## src/rtl/game_sequencer_if.sv

```systemverilog
// Bundle between game_sequencer, the VGA/keyboard front end and the jumplogic/scroll datapath.
interface game_sequencer_if;
  logic        frame_clk;
  logic [7:0]  keycode;
  logic [9:0]  BallY;
  logic        phys_done;
  logic        scroll_done;
  logic        phys_go;
  logic        scroll_go;
  logic [9:0]  scroll_amt;
  logic        game_reset;
  logic [2:0]  state;
  logic [15:0] score;
  logic [7:0]  missed;
  logic        err;

  modport master (
    input  frame_clk, keycode, BallY, phys_done, scroll_done,
    output phys_go, scroll_go, scroll_amt, game_reset, state, score, missed, err
  );

  modport slave (
    output frame_clk, keycode, BallY, phys_done, scroll_done,
    input  phys_go, scroll_go, scroll_amt, game_reset, state, score, missed, err
  );
endinterface

```

## src/rtl/game_sequencer.sv

```systemverilog
// Per-frame game controller: syncs VGA_VS, runs physics then conditional scroll, tracks score.
// Optional PAUSE_EN adds a PAUSE state toggled by rising edges of PAUSE_KEY.
module game_sequencer #(
  parameter logic [9:0]  SCROLL_LINE = 10'd160,
  parameter logic [9:0]  BOTTOM_Y    = 10'd479,
  parameter logic [7:0]  START_KEY   = 8'h2C,
  parameter logic [15:0] TIMEOUT     = 16'd50000
`ifdef PAUSE_EN
  , parameter logic [7:0] PAUSE_KEY  = 8'h13
`endif
) (
  input logic              Clk,
  input logic              Reset,
  game_sequencer_if.master bus
);

  localparam logic [2:0] ST_ATTRACT = 3'd0;
  localparam logic [2:0] ST_WAIT    = 3'd1;
  localparam logic [2:0] ST_PHYS    = 3'd2;
  localparam logic [2:0] ST_SCROLL  = 3'd3;
  localparam logic [2:0] ST_OVER    = 3'd4;
`ifdef PAUSE_EN
  localparam logic [2:0] ST_PAUSE   = 3'd5;
`endif

  logic [2:0]  sync_q;
  logic [7:0]  prev_key_q;
  logic [2:0]  state_q, state_d;
  logic        phys_go_q, phys_go_d;
  logic        scroll_go_q, scroll_go_d;
  logic        game_reset_q, game_reset_d;
  logic [9:0]  scroll_amt_q, scroll_amt_d;
  logic [15:0] score_q, score_d;
  logic [7:0]  missed_q, missed_d;
  logic        err_q, err_d;
  logic [15:0] timer_q, timer_d;

  logic        frame_tick_c, start_edge_c, busy_c, to_hit_c;
  logic [2:0]  resume_c;
  logic [16:0] sum_c;

  assign frame_tick_c = sync_q[1] & ~sync_q[2];
  assign start_edge_c = (bus.keycode == START_KEY) && (prev_key_q != START_KEY);
  assign busy_c       = (state_q == ST_PHYS) || (state_q == ST_SCROLL);
  assign to_hit_c     = (timer_q == TIMEOUT - 16'd1);
  assign sum_c        = {1'b0, score_q} + {7'd0, scroll_amt_q};

`ifdef PAUSE_EN
  logic pause_edge_c, pend_q, pend_d;
  assign pause_edge_c = (bus.keycode == PAUSE_KEY) && (prev_key_q != PAUSE_KEY);
  // A pause requested mid-handshake is honoured once the handshake completes.
  assign resume_c     = (pend_q | pause_edge_c) ? ST_PAUSE : ST_WAIT;
`else
  assign resume_c     = ST_WAIT;
`endif

  always_comb begin
    state_d      = state_q;
    phys_go_d    = 1'b0;
    scroll_go_d  = 1'b0;
    game_reset_d = 1'b0;
    scroll_amt_d = scroll_amt_q;
    score_d      = score_q;
    missed_d     = missed_q;
    err_d        = err_q;
    timer_d      = timer_q;
`ifdef PAUSE_EN
    pend_d       = pend_q | (busy_c & pause_edge_c);
`endif

    if (busy_c && frame_tick_c && (missed_q != 8'hFF))
      missed_d = missed_q + 8'd1;

    case (state_q)
      ST_ATTRACT, ST_OVER: begin
        if (start_edge_c) begin
          game_reset_d = 1'b1;
          score_d      = 16'd0;
          missed_d     = 8'd0;
          state_d      = ST_WAIT;
        end
      end
      ST_WAIT: begin
`ifdef PAUSE_EN
        if (pause_edge_c) state_d = ST_PAUSE;
        else
`endif
        if (frame_tick_c) begin
          phys_go_d = 1'b1;
          timer_d   = 16'd0;
          state_d   = ST_PHYS;
        end
      end
      ST_PHYS: begin
        if (bus.phys_done) begin
          if (bus.BallY >= BOTTOM_Y) begin
            state_d = ST_OVER;
          end else if (bus.BallY < SCROLL_LINE) begin
            scroll_amt_d = SCROLL_LINE - bus.BallY;
            scroll_go_d  = 1'b1;
            timer_d      = 16'd0;
            state_d      = ST_SCROLL;
          end else begin
            state_d = resume_c;
          end
        end else if (to_hit_c) begin
          err_d   = 1'b1;
          state_d = resume_c;
        end else begin
          timer_d = timer_q + 16'd1;
        end
      end
      ST_SCROLL: begin
        if (bus.scroll_done) begin
          score_d = sum_c[16] ? 16'hFFFF : sum_c[15:0];
          state_d = resume_c;
        end else if (to_hit_c) begin
          err_d   = 1'b1;
          state_d = resume_c;
        end else begin
          timer_d = timer_q + 16'd1;
        end
      end
`ifdef PAUSE_EN
      ST_PAUSE: begin
        if (pause_edge_c) state_d = ST_WAIT;
      end
`endif
      default: state_d = ST_ATTRACT;
    endcase

`ifdef PAUSE_EN
    if ((state_d != ST_PHYS) && (state_d != ST_SCROLL)) pend_d = 1'b0;
`endif
  end

  always_ff @(posedge Clk or posedge Reset) begin
    if (Reset) begin
      sync_q       <= 3'd0;
      prev_key_q   <= 8'd0;
      state_q      <= ST_ATTRACT;
      phys_go_q    <= 1'b0;
      scroll_go_q  <= 1'b0;
      game_reset_q <= 1'b0;
      scroll_amt_q <= 10'd0;
      score_q      <= 16'd0;
      missed_q     <= 8'd0;
      err_q        <= 1'b0;
      timer_q      <= 16'd0;
`ifdef PAUSE_EN
      pend_q       <= 1'b0;
`endif
    end else begin
      sync_q       <= {sync_q[1:0], bus.frame_clk};
      prev_key_q   <= bus.keycode;
      state_q      <= state_d;
      phys_go_q    <= phys_go_d;
      scroll_go_q  <= scroll_go_d;
      game_reset_q <= game_reset_d;
      scroll_amt_q <= scroll_amt_d;
      score_q      <= score_d;
      missed_q     <= missed_d;
      err_q        <= err_d;
      timer_q      <= timer_d;
`ifdef PAUSE_EN
      pend_q       <= pend_d;
`endif
    end
  end

  assign bus.phys_go    = phys_go_q;
  assign bus.scroll_go  = scroll_go_q;
  assign bus.game_reset = game_reset_q;
  assign bus.scroll_amt = scroll_amt_q;
  assign bus.state      = state_q;
  assign bus.score      = score_q;
  assign bus.missed     = missed_q;
  assign bus.err        = err_q;

endmodule

```

## src/flat_wrapper.sv

```systemverilog
// flat-port wrapper written by rule: the top's interface ports become plain ports
module game_sequencer_flat 
#(
  parameter logic [9:0]  SCROLL_LINE = 10'd160,
  parameter logic [9:0]  BOTTOM_Y    = 10'd479,
  parameter logic [7:0]  START_KEY   = 8'h2C,
  parameter logic [15:0] TIMEOUT     = 16'd50000

)
  (Clk, Reset, bus_frame_clk, bus_keycode, bus_BallY, bus_phys_done, bus_scroll_done, bus_phys_go, bus_scroll_go, bus_scroll_amt, bus_game_reset, bus_state, bus_score, bus_missed, bus_err);
  game_sequencer_if bus_i ();
  input logic Clk;
  input logic Reset;
  input wire logic [$bits(bus_i.frame_clk)-1:0] bus_frame_clk;
  input wire logic [$bits(bus_i.keycode)-1:0] bus_keycode;
  input wire logic [$bits(bus_i.BallY)-1:0] bus_BallY;
  input wire logic [$bits(bus_i.phys_done)-1:0] bus_phys_done;
  input wire logic [$bits(bus_i.scroll_done)-1:0] bus_scroll_done;
  output wire logic [$bits(bus_i.phys_go)-1:0] bus_phys_go;
  output wire logic [$bits(bus_i.scroll_go)-1:0] bus_scroll_go;
  output wire logic [$bits(bus_i.scroll_amt)-1:0] bus_scroll_amt;
  output wire logic [$bits(bus_i.game_reset)-1:0] bus_game_reset;
  output wire logic [$bits(bus_i.state)-1:0] bus_state;
  output wire logic [$bits(bus_i.score)-1:0] bus_score;
  output wire logic [$bits(bus_i.missed)-1:0] bus_missed;
  output wire logic [$bits(bus_i.err)-1:0] bus_err;
  assign bus_i.frame_clk = bus_frame_clk;
  assign bus_i.keycode = bus_keycode;
  assign bus_i.BallY = bus_BallY;
  assign bus_i.phys_done = bus_phys_done;
  assign bus_i.scroll_done = bus_scroll_done;
  assign bus_phys_go = bus_i.phys_go;
  assign bus_scroll_go = bus_i.scroll_go;
  assign bus_scroll_amt = bus_i.scroll_amt;
  assign bus_game_reset = bus_i.game_reset;
  assign bus_state = bus_i.state;
  assign bus_score = bus_i.score;
  assign bus_missed = bus_i.missed;
  assign bus_err = bus_i.err;
  game_sequencer #(.SCROLL_LINE(SCROLL_LINE), .BOTTOM_Y(BOTTOM_Y), .START_KEY(START_KEY), .TIMEOUT(TIMEOUT)) u_core (.Clk(Clk), .Reset(Reset), .bus(bus_i));
endmodule
```

## config.mk

```make
export PLATFORM = sky130hd
export DESIGN_NAME = game_sequencer_flat
export DESIGN_NICKNAME = d
export VERILOG_FILES = /design/src/rtl/game_sequencer_if.sv /design/src/rtl/game_sequencer.sv /design/src/flat_wrapper.sv
export SDC_FILE = /design/constraint.sdc
export NUM_CORES = 1
export LEC_CHECK = 0
export ABC_AREA = 1
export ABC_CLOCK_PERIOD_IN_PS = 4300
export BUFFER_PORTS_ARGS = -buffer_cell sky130_fd_sc_hd__clkbuf_2
export CAP_MARGIN = 20
export CORE_MARGIN = 1
export CORE_UTILIZATION = 40
export DETAILED_ROUTE_END_ITERATION = 8
export GPL_ROUTABILITY_DRIVEN = 0
export PLACE_DENSITY = 0.67
export REMOVE_ABC_BUFFERS = 1
export SLEW_MARGIN = 40
export SYNTH_ARGS = -nofsm -noshare
export SYNTH_HDL_FRONTEND = slang
export SYNTH_SLANG_ARGS = --single-unit
```

## constraint.sdc

```tcl
create_clock -name Clk -period 4.3 [get_ports Clk]
set_input_delay 0.43 -clock Clk [delete_from_list [all_inputs] [get_ports Clk]]
set_output_delay 0.43 -clock Clk [all_outputs]
set_load 0.02 [all_outputs]
```

* Yosys cells after proc, flatten, opt, wreduce, memory -nomap -nowiden
Index checks and enable logic that the tools add are counted.
Operators by class: $add $sub $neg 4, mux-type cells 34, magnitude comparators 2, reduce and logical (&&, ||, !) cells 14, bitwise gates (word level) 3, equal/unequal tests 15
Operators by type and width (count):
- $mux 16 | 9
- $pmux 16 s3 | 1
- $pmux 16 s2 | 1
- $mux 8 | 3
- $mux 3 | 6
- $add 16x10->17 | 1
- $add 16x1->16 const B | 1
- $eq 16x16->1 const B | 1
- $pmux 3 s4 | 1
- $mux 1 | 11
- $ge 10x9->1 const B | 1
- $lt 10x8->1 const B | 1
- $sub 8x10->10 const A | 1
- $add 8x1->8 const B | 1
- $eq 8x6->1 const B | 1
- $ne 8x6->1 const B | 1
- $ne 8x8->1 const B | 1
- $eq 3x2->1 const B | 2
- $ne 2x2->1 const B | 3
- $ne 3x3->1 const B | 2
- $reduce_and 3->1 | 2
- $reduce_and 5->1 | 1
- $ne 2x1->1 const B | 2
- $reduce_and 4->1 | 1
- 13 further kinds | 17
Storage, ports and cells: register bits 68, logic and storage cells 83, input bits 23, output and inout bits 41

* Longest topological paths before layout
Gate-level depths: netlist of the first run.
depth in word-level cells 7, gate-level depth with buffers 12, gate-level depth less buffers 12

* Worst setup path after synthesis of the first run
No wires, ideal clock.
kind register -> register, start reg u_core.score_q[0], in the netlist u_core.bus.score[0], end reg u_core.score_q[10], in the netlist u_core.bus.score[10], data arrival time 1.923 ns, path slack 2.260 ns, setup time 0.117 ns, buffers on the path 1, data required time 4.183 ns, period minus slack after synthesis 2.040 ns, stages on the path, launching flop included 12, cell sequence dfrtp_1 > ha_1 > fa_1 > nand2_1 > a21oi_2 > nand3_1 > nand3_1 > nand2_1 > buf_2 > o21ai_0 > nand2_1 > nand2_1
Between the ends: word-level cells in the longest chain between the ends 4
RTL lines:
- from (decl) | line game_sequencer.sv:33 | logic [15:0] score_q, score_d;
- from (signal assigned) | line game_sequencer.sv:161 | score_q <= score_d;
- $add 16x10->17 | line game_sequencer.sv:46 | assign sum_c = {1'b0, score_q} + {7'd0, scroll_amt_q};
- $mux 16 | line game_sequencer.sv:115 | score_d = sum_c[16] ? 16'hFFFF : sum_c[15:0];
- $mux 16 | line game_sequencer.sv:114 | if (bus.scroll_done) begin
- $pmux 16 s2 | line game_sequencer.sv:74 | case (state_q)
No other way between the ends. The select of a mux whose other input is x is not followed. A chain may end at the register's enable or synchronous reset.

* Final worst setup path of the first run
start reg u_core.score_q[0], in the netlist u_core.bus.score[0], end reg u_core.score_q[6], in the netlist u_core.bus.score[6]
The elaborated chain is that of the path after synthesis.

==> metrics.md, run 1 <==
| Metric | Value |
|---|---|
| Final hold vios | `0` |
| Via count | `~3800` |
| Met3 Track Usage GR | `0.0566` |
| CTS max path bufs | `2` |
| Final ANT Viol Nets | `0` |
| Syn Std Cell Area | `just over 0.004 mm^2` |
| Crit-path max cell delay | `a little over 0.4 ns` |
| Final HPWL DP | `between 7 and 8 mm` |
| Switching part of the total | `0.450` |
| Filler cell count | `996` |
| Post-synth top area share | `0.411` |
| Full die area | `approximately 0.011 mm^2` |
| Worst Path Arrival | `~2.6 ns` |
| Area of the core | `approximately 0.01 mm^2` |
| Top cells by area, synth | `dfrtp_1 (41%), nand2_1 (17%), inv_1 (7.2%)` |
| Asr flop ratio synth | `1.00` |
| Num CTS Buffers | `9` |
| CP bufs+invs | `1` |
| Period utilization | `0.545` |
| CTS Hold Bufs | `0` |
| Root Buffer | `clkbuf_8` |
| Reg2reg start | `u_core.bus.score[0]` |
| Critical Path, Cell by Cell | `ha_1, fa_1, nand2_1, a21oi_2, nand3_1, nand3_1, nand2_1, inv_1, o21ai_0, nand2_1` |
| Fraction of layout cells with a size suffix above 1 | `0.166` |
| Net switching power | `1.18 mW` |
| I/O pins | `64` |
| Crit end category | `flop` |
| Vias in the first global route | `~3600` |
| Met2 usage | `0.319` |
| Met1 Track Usage GR | `0.245` |
| DR vias/cell | `~4.9` |
| Cell area after layout | `approximately 0.0048 mm^2` |
| Initial Utilization | `0.418` |
| Area of the multi-input gates | `slightly above 0.002 mm^2` |
| Clock Power Share | `0.179` |
| Peak supply drop | `around 380 uV` |
| Final std cells w/o fill | `approximately 780` |
| Drc violations | `0` |
| Synth Register Bits | `between 60 and 70` |
| Largest area contributor in the netlist | `dfrtp_1` |
| Combinational share of power | `0.453` |
| Reg power frac | `0.368` |
| Register area | `about 0.0017 mm^2` |
| Hold slack | `roughly 0.14 ns` |
| Post-CTS Setup Bufs | `0` |
| CP endpoint | `u_core.bus.score[6]` |
| Resize count post-CTS | `0` |
| Slowest stage cell, crit path | `dfrtp_1` |
| Synth unique cells | `38` |
| Top cell family by delay on the critical path | `simple AND/OR/NAND/NOR gates` |
| CP most frequent cell | `nand2_1` |
| Final slew viol count | `0` |
| Register-to-Register Setup Slack | `a little under 2 ns` |
| Nets@finish | `680` |
| Placed cells | `764` |
| Clk sinks | `just under 70` |
| Largest net degree at the start of global routing | `40` |
| CP Data Required Time | `between 4 and 5 ns` |
| Port Buffers | `63` |
| Syn_area_per_cell | `just over 7 um^2` |
| Post-DR wirelength/cell | `between 10 and 15 um` |
| Count of maximum capacitance violations | `0` |
| Internal | `roughly 1.4 mW` |
| Worst-Margin Slew | `0.602 ns` |
| Total power | `2.63 mW` |
| Skew final | `between 0.007 and 0.008 ns` |
| Kind of critical path | `flop to flop` |
| DRT Pass-1 Iters | `5` |
| Worst R2R Path Depth | `10` |
| Worst flop-to-flop path endpoint | `u_core.bus.score[6]` |
| Status | `finished clean` |
| EDFF count, synth | `0` |
| GRT Overall Usage | `0.192` |
| Main flop type after synthesis | `dfrtp_1` |
| ANT cells | `0` |
| H-tree Lvls | `3` |
| DR iter-0 viols | `158` |
| First-pass GRT wire length | `between 15 and 20 mm` |
| Worst-Skew Late Latency | `0.35 ns` |
| Worst setup path start | `u_core.bus.score[0]` |
| FP Rows | `36` |
| Area grow syn2layout | `14.8%` |
| P_leak | `2.62 nW` |
| Clock slew at reported path FFs | `0.07 ns` |
| DP Area | `between 0.004 and 0.005 mm^2` |
| Grt total ovfl | `0` |
| Fmax | `approximately 430 MHz` |
| Critical Path Source Type | `flop` |
| WP depth | `10` |
| Worst hold path class | `primary input to asynchronous set/reset pin` |
| GR peak layer | `met2` |
| PwrDens | `~550 mW/mm^2` |
| Final setup fails | `0` |
| DIE HEIGHT | `a little over 100 um` |
| Width of the die | `104 um` |
| Worst rel slew slack | `0.598` |
| Post-synthesis sequential area ratio | `0.411` |
| RSZ-0062 raised after global routing | `false` |
| Post-route setup TNS | `0 ns` |
| Critical path peak fanout | `13` |
| Min Clock Period, post-route | `2.34 ns` |
| Initial antenna violation count | `0` |
| Routed wire length | `9.75 mm` |
| Cells after synthesis | `~570` |
| CTS tree | `yes` |
| Warnings, synthesis | `0` |
synth_stat cells (4+ instances only):
| cell type | number |
|---|---|
| a21oi_1 | 19 |
| nand4_1 | 12 |
| nor2_1 | 66 |
| ha_1 | 14 |
| inv_1 | 80 |
| nand3b_1 | 4 |
| nand3_1 | 32 |
| o21ai_0 | 20 |
| o21ai_2 | 4 |
| inv_2 | 6 |
| xor2_1 | 7 |
| xnor2_1 | 8 |
| nand2_1 | 184 |
| nor3_1 | 6 |
| nand2_2 | 4 |
| dfrtp_1 | 68 |
| nor2_2 | 4 |
| nor4_1 | 4 |
cell families (layout without fill, tap and decap cells):
group                      after synthesis  count (layout)  share of synthesized area
DFF                                     68              68                      0.411
adders and majority gates               15              15                     0.0471
and+or+nand+nor                        326             326                      0.341
AOI/OAI and AO/OA                       56              56                     0.0800
xor gates and xnor gates                15              15                     0.0317
buffers and inverters                   93             166                     0.0896
per-stage QoR:
| step | setup WS (ns) | utilization |
|---|---|---|
| floorplan | 2.16 | - |
| global placement | 2.08 | 0.463 |
| detailed placement | 1.99 | 0.463 |
| CTS | 1.98 | 0.480 |
| global route | 1.83 | 0.480 |
| finish | 1.96 | 0.480 |
flip-flops by register name, indices dropped and copies added (netlist names), 3 cells and up:
signal	flops
u_core.bus.state	3
u_core.sync_q	3
u_core.prev_key_q	8
u_core.bus.scroll_amt	10
u_core.bus.missed	8
u_core.timer_q	16
u_core.bus.score	16
per-layer routing:
metal,vias up,part of all wire
li1,1931,-
met1,1751,0.47
met2,92,0.47
met3,10,0.049
met4,0,0.010
met5,-,0
area by class of cell:
type | count | area share
repair buffers | 64 | 0.0678
well taps | 133 | 0.0350
clock buffers | 13 | 0.0334
flip-flops and latches | 68 | 0.358
inverters | 87 | 0.0686
multi-input cells | 412 | 0.435
clock inverters | 2 | 0.00210
power by group through the flow:
stage | combinational, mW | sequential [mW] | clock (mW)
floorplan | 0.718 | 1.09 | 0
global placement | 1.18 | 0.967 | 0
detailed placement | 1.19 | 0.978 | 0
CTS | 1.19 | 0.968 | 0.488
global route | 1.34 | 0.992 | 0.519
finish | 1.19 | 0.966 | 0.470
how the worst min path moves through the flow:
stage,startpoint,endpoint
after floorplan,u_core.sync_q[0],u_core.sync_q[1]
after global placement,u_core.sync_q[0],u_core.sync_q[1]
after detailed placement,u_core.sync_q[0],u_core.sync_q[1]
after CTS,Reset,u_core.prev_key_q[0]
after global routing,bus_frame_clk,u_core.sync_q[0]
final,Reset,u_core.prev_key_q[0]
placed cells by master, fill, tap and decap left out, types with 2 or more instances in the layout:
cell / instances
nand3b_1: 4
o21ai_0: 20
clkbuf_8: 11
clkbuf_1: 2
xnor2_1: 8
inv_1: 79
inv_2: 7
o2111ai_1: 3
nor2_4: 3
clkinv_2: 2
nand3_1: 32
or2_2: 2
nor3_1: 6
a21oi_1: 19
nor2_2: 4
o21ai_2: 4
ha_1: 14
nand4_1: 12
o21ai_1: 3
nand3_2: 2
dfrtp_1: 68
nand2_2: 4
nand2_1: 184
nor2_1: 66
nor4_1: 4
clkbuf_2: 63
xor2_1: 7
No activity file was read; power rests on OpenSTA's default activity.
==> run 2: changes to the inputs <==
--- a/config.mk
+++ b/config.mk
@@ -5,15 +5,15 @@
 export SDC_FILE = /design/constraint.sdc
 export NUM_CORES = 1
 export LEC_CHECK = 0
-export ABC_AREA = 1
-export ABC_CLOCK_PERIOD_IN_PS = 4300
+export ABC_AREA = 0
+export ABC_CLOCK_PERIOD_IN_PS = 2000
 export BUFFER_PORTS_ARGS = -buffer_cell sky130_fd_sc_hd__clkbuf_2
 export CAP_MARGIN = 20
 export CORE_MARGIN = 1
 export CORE_UTILIZATION = 40
 export DETAILED_ROUTE_END_ITERATION = 8
 export GPL_ROUTABILITY_DRIVEN = 0
-export PLACE_DENSITY = 0.67
+export PLACE_DENSITY = 0.7
 export REMOVE_ABC_BUFFERS = 1
 export SLEW_MARGIN = 40
 export SYNTH_ARGS = -nofsm -noshare
==> constraint.sdc (replaced) <==
create_clock -name Clk -period 2 [get_ports Clk]
set_input_delay 0.2 -clock Clk [delete_from_list [all_inputs] [get_ports Clk]]
set_output_delay 0.2 -clock Clk [all_outputs]
set_load 0.02 [all_outputs]
==> metrics.md, run 2 <==
| Metric | Value |
|---|---|
| RSZ-0062 raised after global routing | `true` |
| Nets@finish | `just over 500` |
| Min Clock Period, post-route | `2.19 ns` |
| DRT Pass-1 Iters | `4` |
| Most common cell after layout, fill and taps aside | `dfrtp_1` |
| Worst-Margin Slew | `about 0.40 ns` |
| Warnings, synthesis | `0` |
| Clock slew at reported path FFs | `0.08 ns` |
| DR iter-0 viols | `152` |
| Critical Path, Cell by Cell | `ha_4, fa_2, a21oi_2, o22ai_2, o31a_1, and2_4, a21oi_4, buf_6, a311oi_1` |
| Critical path peak fanout | `6` |
| Post-DR wirelength/cell | `between 10 and 15 um` |
| Most frequent cells in the layout | `dfrtp_1 (68), clkbuf_2 (63), buf_4 (43), nor2_1 (37)` |
| Area of the core | `between 0.008 and 0.009 mm^2` |
| Port Buffers | `between 60 and 70` |
| Reg power frac | `0.514` |
| Synth Register Bits | `~70` |
| Final HPWL DP | `between 5 and 6 mm` |
| Filler cell count | `793` |
| Vias in the first global route | `3143` |
| Net switching power | `782 uW` |
| FP Rows | `34` |
| Clock Power Share | `0.393` |
| CP bufs+invs | `1` |
| Period utilization | `1.09` |
| Status | `complete, but fails checks` |
| P_leak | `between 2 and 2.5 nW` |
| Num CTS Buffers | `9` |
| Hold slack | `~0.069 ns` |
| Final slew viol count | `0` |
| H-tree Lvls | `3` |
| ANT cells | `0` |
| Final ANT Viol Nets | `0` |
| Placed cells | `roughly 560` |
| Failing checks | `setup timing` |
| Peak supply drop | `roughly 440 uV` |
| Initial Utilization | `0.413` |
| Syn_area_per_cell | `9.99 um^2` |
| Worst-Skew Late Latency | `0.34 ns` |
| Count leader, synth | `dfrtp_1` |
| Register area | `0.00170 mm^2` |
| Width of the die | `approximately 97 um` |
| Crit end category | `flop` |
| Root Buffer | `clkbuf_8` |
| Skew final | `between 0.009 and 0.01 ns` |
| Setup ws final | `-0.188 ns` |
| Area grow syn2layout | `32.1%` |
| Final hold vios | `0` |
| Fraction of layout cells with a size suffix above 1 | `0.317` |
| Asr flop ratio synth | `1.00` |
| CTS tree | `yes` |
| DIE HEIGHT | `a little under 100 um` |
| DR vias/cell | `5.23` |
| Slowest stage cell, crit path | `dfrtp_1` |
| Worst Path Arrival | `2.40 ns` |
| Routed wire length | `roughly 8.5 mm` |
| Count of maximum capacitance violations | `0` |
| Most frequent cells after synthesis | `dfrtp_1 (68), nor2_1 (37), a21oi_1 (31), nand2_1 (30), xnor2_1 (17)` |
| Critical Path Source Type | `flop` |
| Post-synth top area share | `0.472` |
| Area of the multi-input gates | `~0.0019 mm^2` |
| Switching part of the total | `0.268` |
| EDFF count, synth | `0` |
| CTS max path bufs | `2` |
| Main flop type after synthesis | `dfrtp_1` |
| GRT Overall Usage | `0.195` |
| Top cells by area, synth | `dfrtp_1 (47%), ha_1 (4.9%), a21oi_1 (4.3%)` |
| Fmax | `~460 MHz` |
| CP Data Required Time | `~2.2 ns` |
| Worst rel slew slack | `0.727` |
| First-pass GRT wire length | `~15 mm` |
| Post-synthesis sequential area ratio | `0.472` |
| Cells after synthesis | `361` |
| Clk sinks | `a little under 70` |
| PwrDens | `roughly 600 mW/mm^2` |
| Synth unique cells | `60` |
| Via count | `just over 3000` |
| Final std cells w/o fill | `a little under 600` |
| Internal | `2.14 mW` |
| Largest net degree at the start of global routing | `69` |
| Syn Std Cell Area | `0.00360 mm^2` |
| Final setup fails | `16` |
| Top cell family by delay on the critical path | `compound AO/OA/AOI/OAI gates` |
| Combinational share of power | `0.093` |
| Initial antenna violation count | `0` |
| Crit-path max cell delay | `0.42 ns` |
| Largest area contributor in the netlist | `dfrtp_1` |
| Kind of critical path | `flop to flop` |
| Grt total ovfl | `0` |
| Drc violations | `0` |
| Full die area | `roughly 0.0094 mm^2` |
| I/O pins | `64` |
| Worst hold path class | `primary input to flop` |
==> run 2: cell count changes after synthesis, moves of 5 or more <==
cell,before,now
inv_1,80,12
and3_1,0,8
a21oi_1,19,31
o21ai_0,20,15
nand3_1,32,13
inv_2,6,1
nand4_1,12,7
a311oi_1,0,5
xnor2_1,8,17
and4_1,0,5
nor2_1,66,37
nand2_1,184,30
and2_1,1,6
xor2_1,7,16
==> run 2: kinds of logic after synthesis <==
kind of cell               share of synthesized area
buffers and inverters                         0.0302
muxes                                         0.0111
xor gates and xnor gates                      0.0802
DFF                                            0.472
adders and majority gates                     0.0541
and+or+nand+nor                                0.218
AOI/OAI and AO/OA                              0.134
==> run 2: power groups by stage <==
stage	sequential [mW]	combinational [mW]	clock [mW]
6_report	1.50	0.273	1.15
5_1_grt	1.51	0.307	1.24
4_1_cts	1.50	0.276	1.19
3_5_place_dp	1.52	0.260	0
3_3_place_gp	1.52	0.253	0
2_1_floorplan	1.54	0.134	0
==> run 2: cell type report <==
| cell class | instances | share of cell area |
|---|---|---|
| Inverter | 13 | 0.0102 |
| Multi-Input combinational cell | 269 | 0.392 |
| Timing Repair Buffer | 120 | 0.170 |
| Tap cell | 108 | 0.0284 |
| Clock inverter | 7 | 0.0160 |
| Clock buffer | 9 | 0.0260 |
| Sequential cell | 68 | 0.357 |
==> run 2: routing by layer <==
metal,global-route usage,vias to the layer above,share of wire
met4,0.0918,0,0.020
met3,0.0347,15,0.044
met1,0.251,1488,0.45
met5,0,-,0
li1,-,1527,-
met2,0.318,79,0.49
==> run 2: path summary, 6_finish.rpt <==
path,startpoint,end,slack [ns],cells after the start
worst max-delay path,u_core.bus.score[0],u_core.bus.score[10],-0.19,9
worst min register to register,u_core.sync_q[0],u_core.sync_q[1],0.35,0
max in group asynchronous,Reset,u_core.bus.scroll_go,1.24,4
worst max register to register,u_core.bus.score[0],u_core.bus.score[10],-0.19,9
worst min-delay path,bus_BallY[7],u_core.bus.scroll_amt[7],0.07,2
min in group asynchronous,Reset,u_core.bus.missed[4],0.47,4
==> run 2: timing repair <==
action,4_1_cts,5_1_grt
gates cloned,1,0
setup endpoints to repair,16,17
hold buffers,10,0
endpoints found under the hold margin,77,0
pin swaps,14,2
gates resized for setup,15,2
buffers inserted,3,2
==> run 2: stage by stage <==
| step | setup slack [ns] | setup TNS, ns | total power [mW] | cell area [um^2] | utilization |
|---|---|---|---|---|---|
| after floorplan | -0.683 | -8.37 | 1.68 | 3540 | - |
| after global placement | -0.434 | -5.63 | 1.78 | 4340 | 0.498 |
| after detailed placement | -0.483 | -6.47 | 1.78 | 4340 | 0.498 |
| after CTS | -0.184 | -2.22 | 2.97 | 4740 | 0.544 |
| after global routing | -0.278 | -3.80 | 3.06 | 4760 | 0.546 |
| final | -0.188 | -2.27 | 2.92 | 4760 | 0.546 |
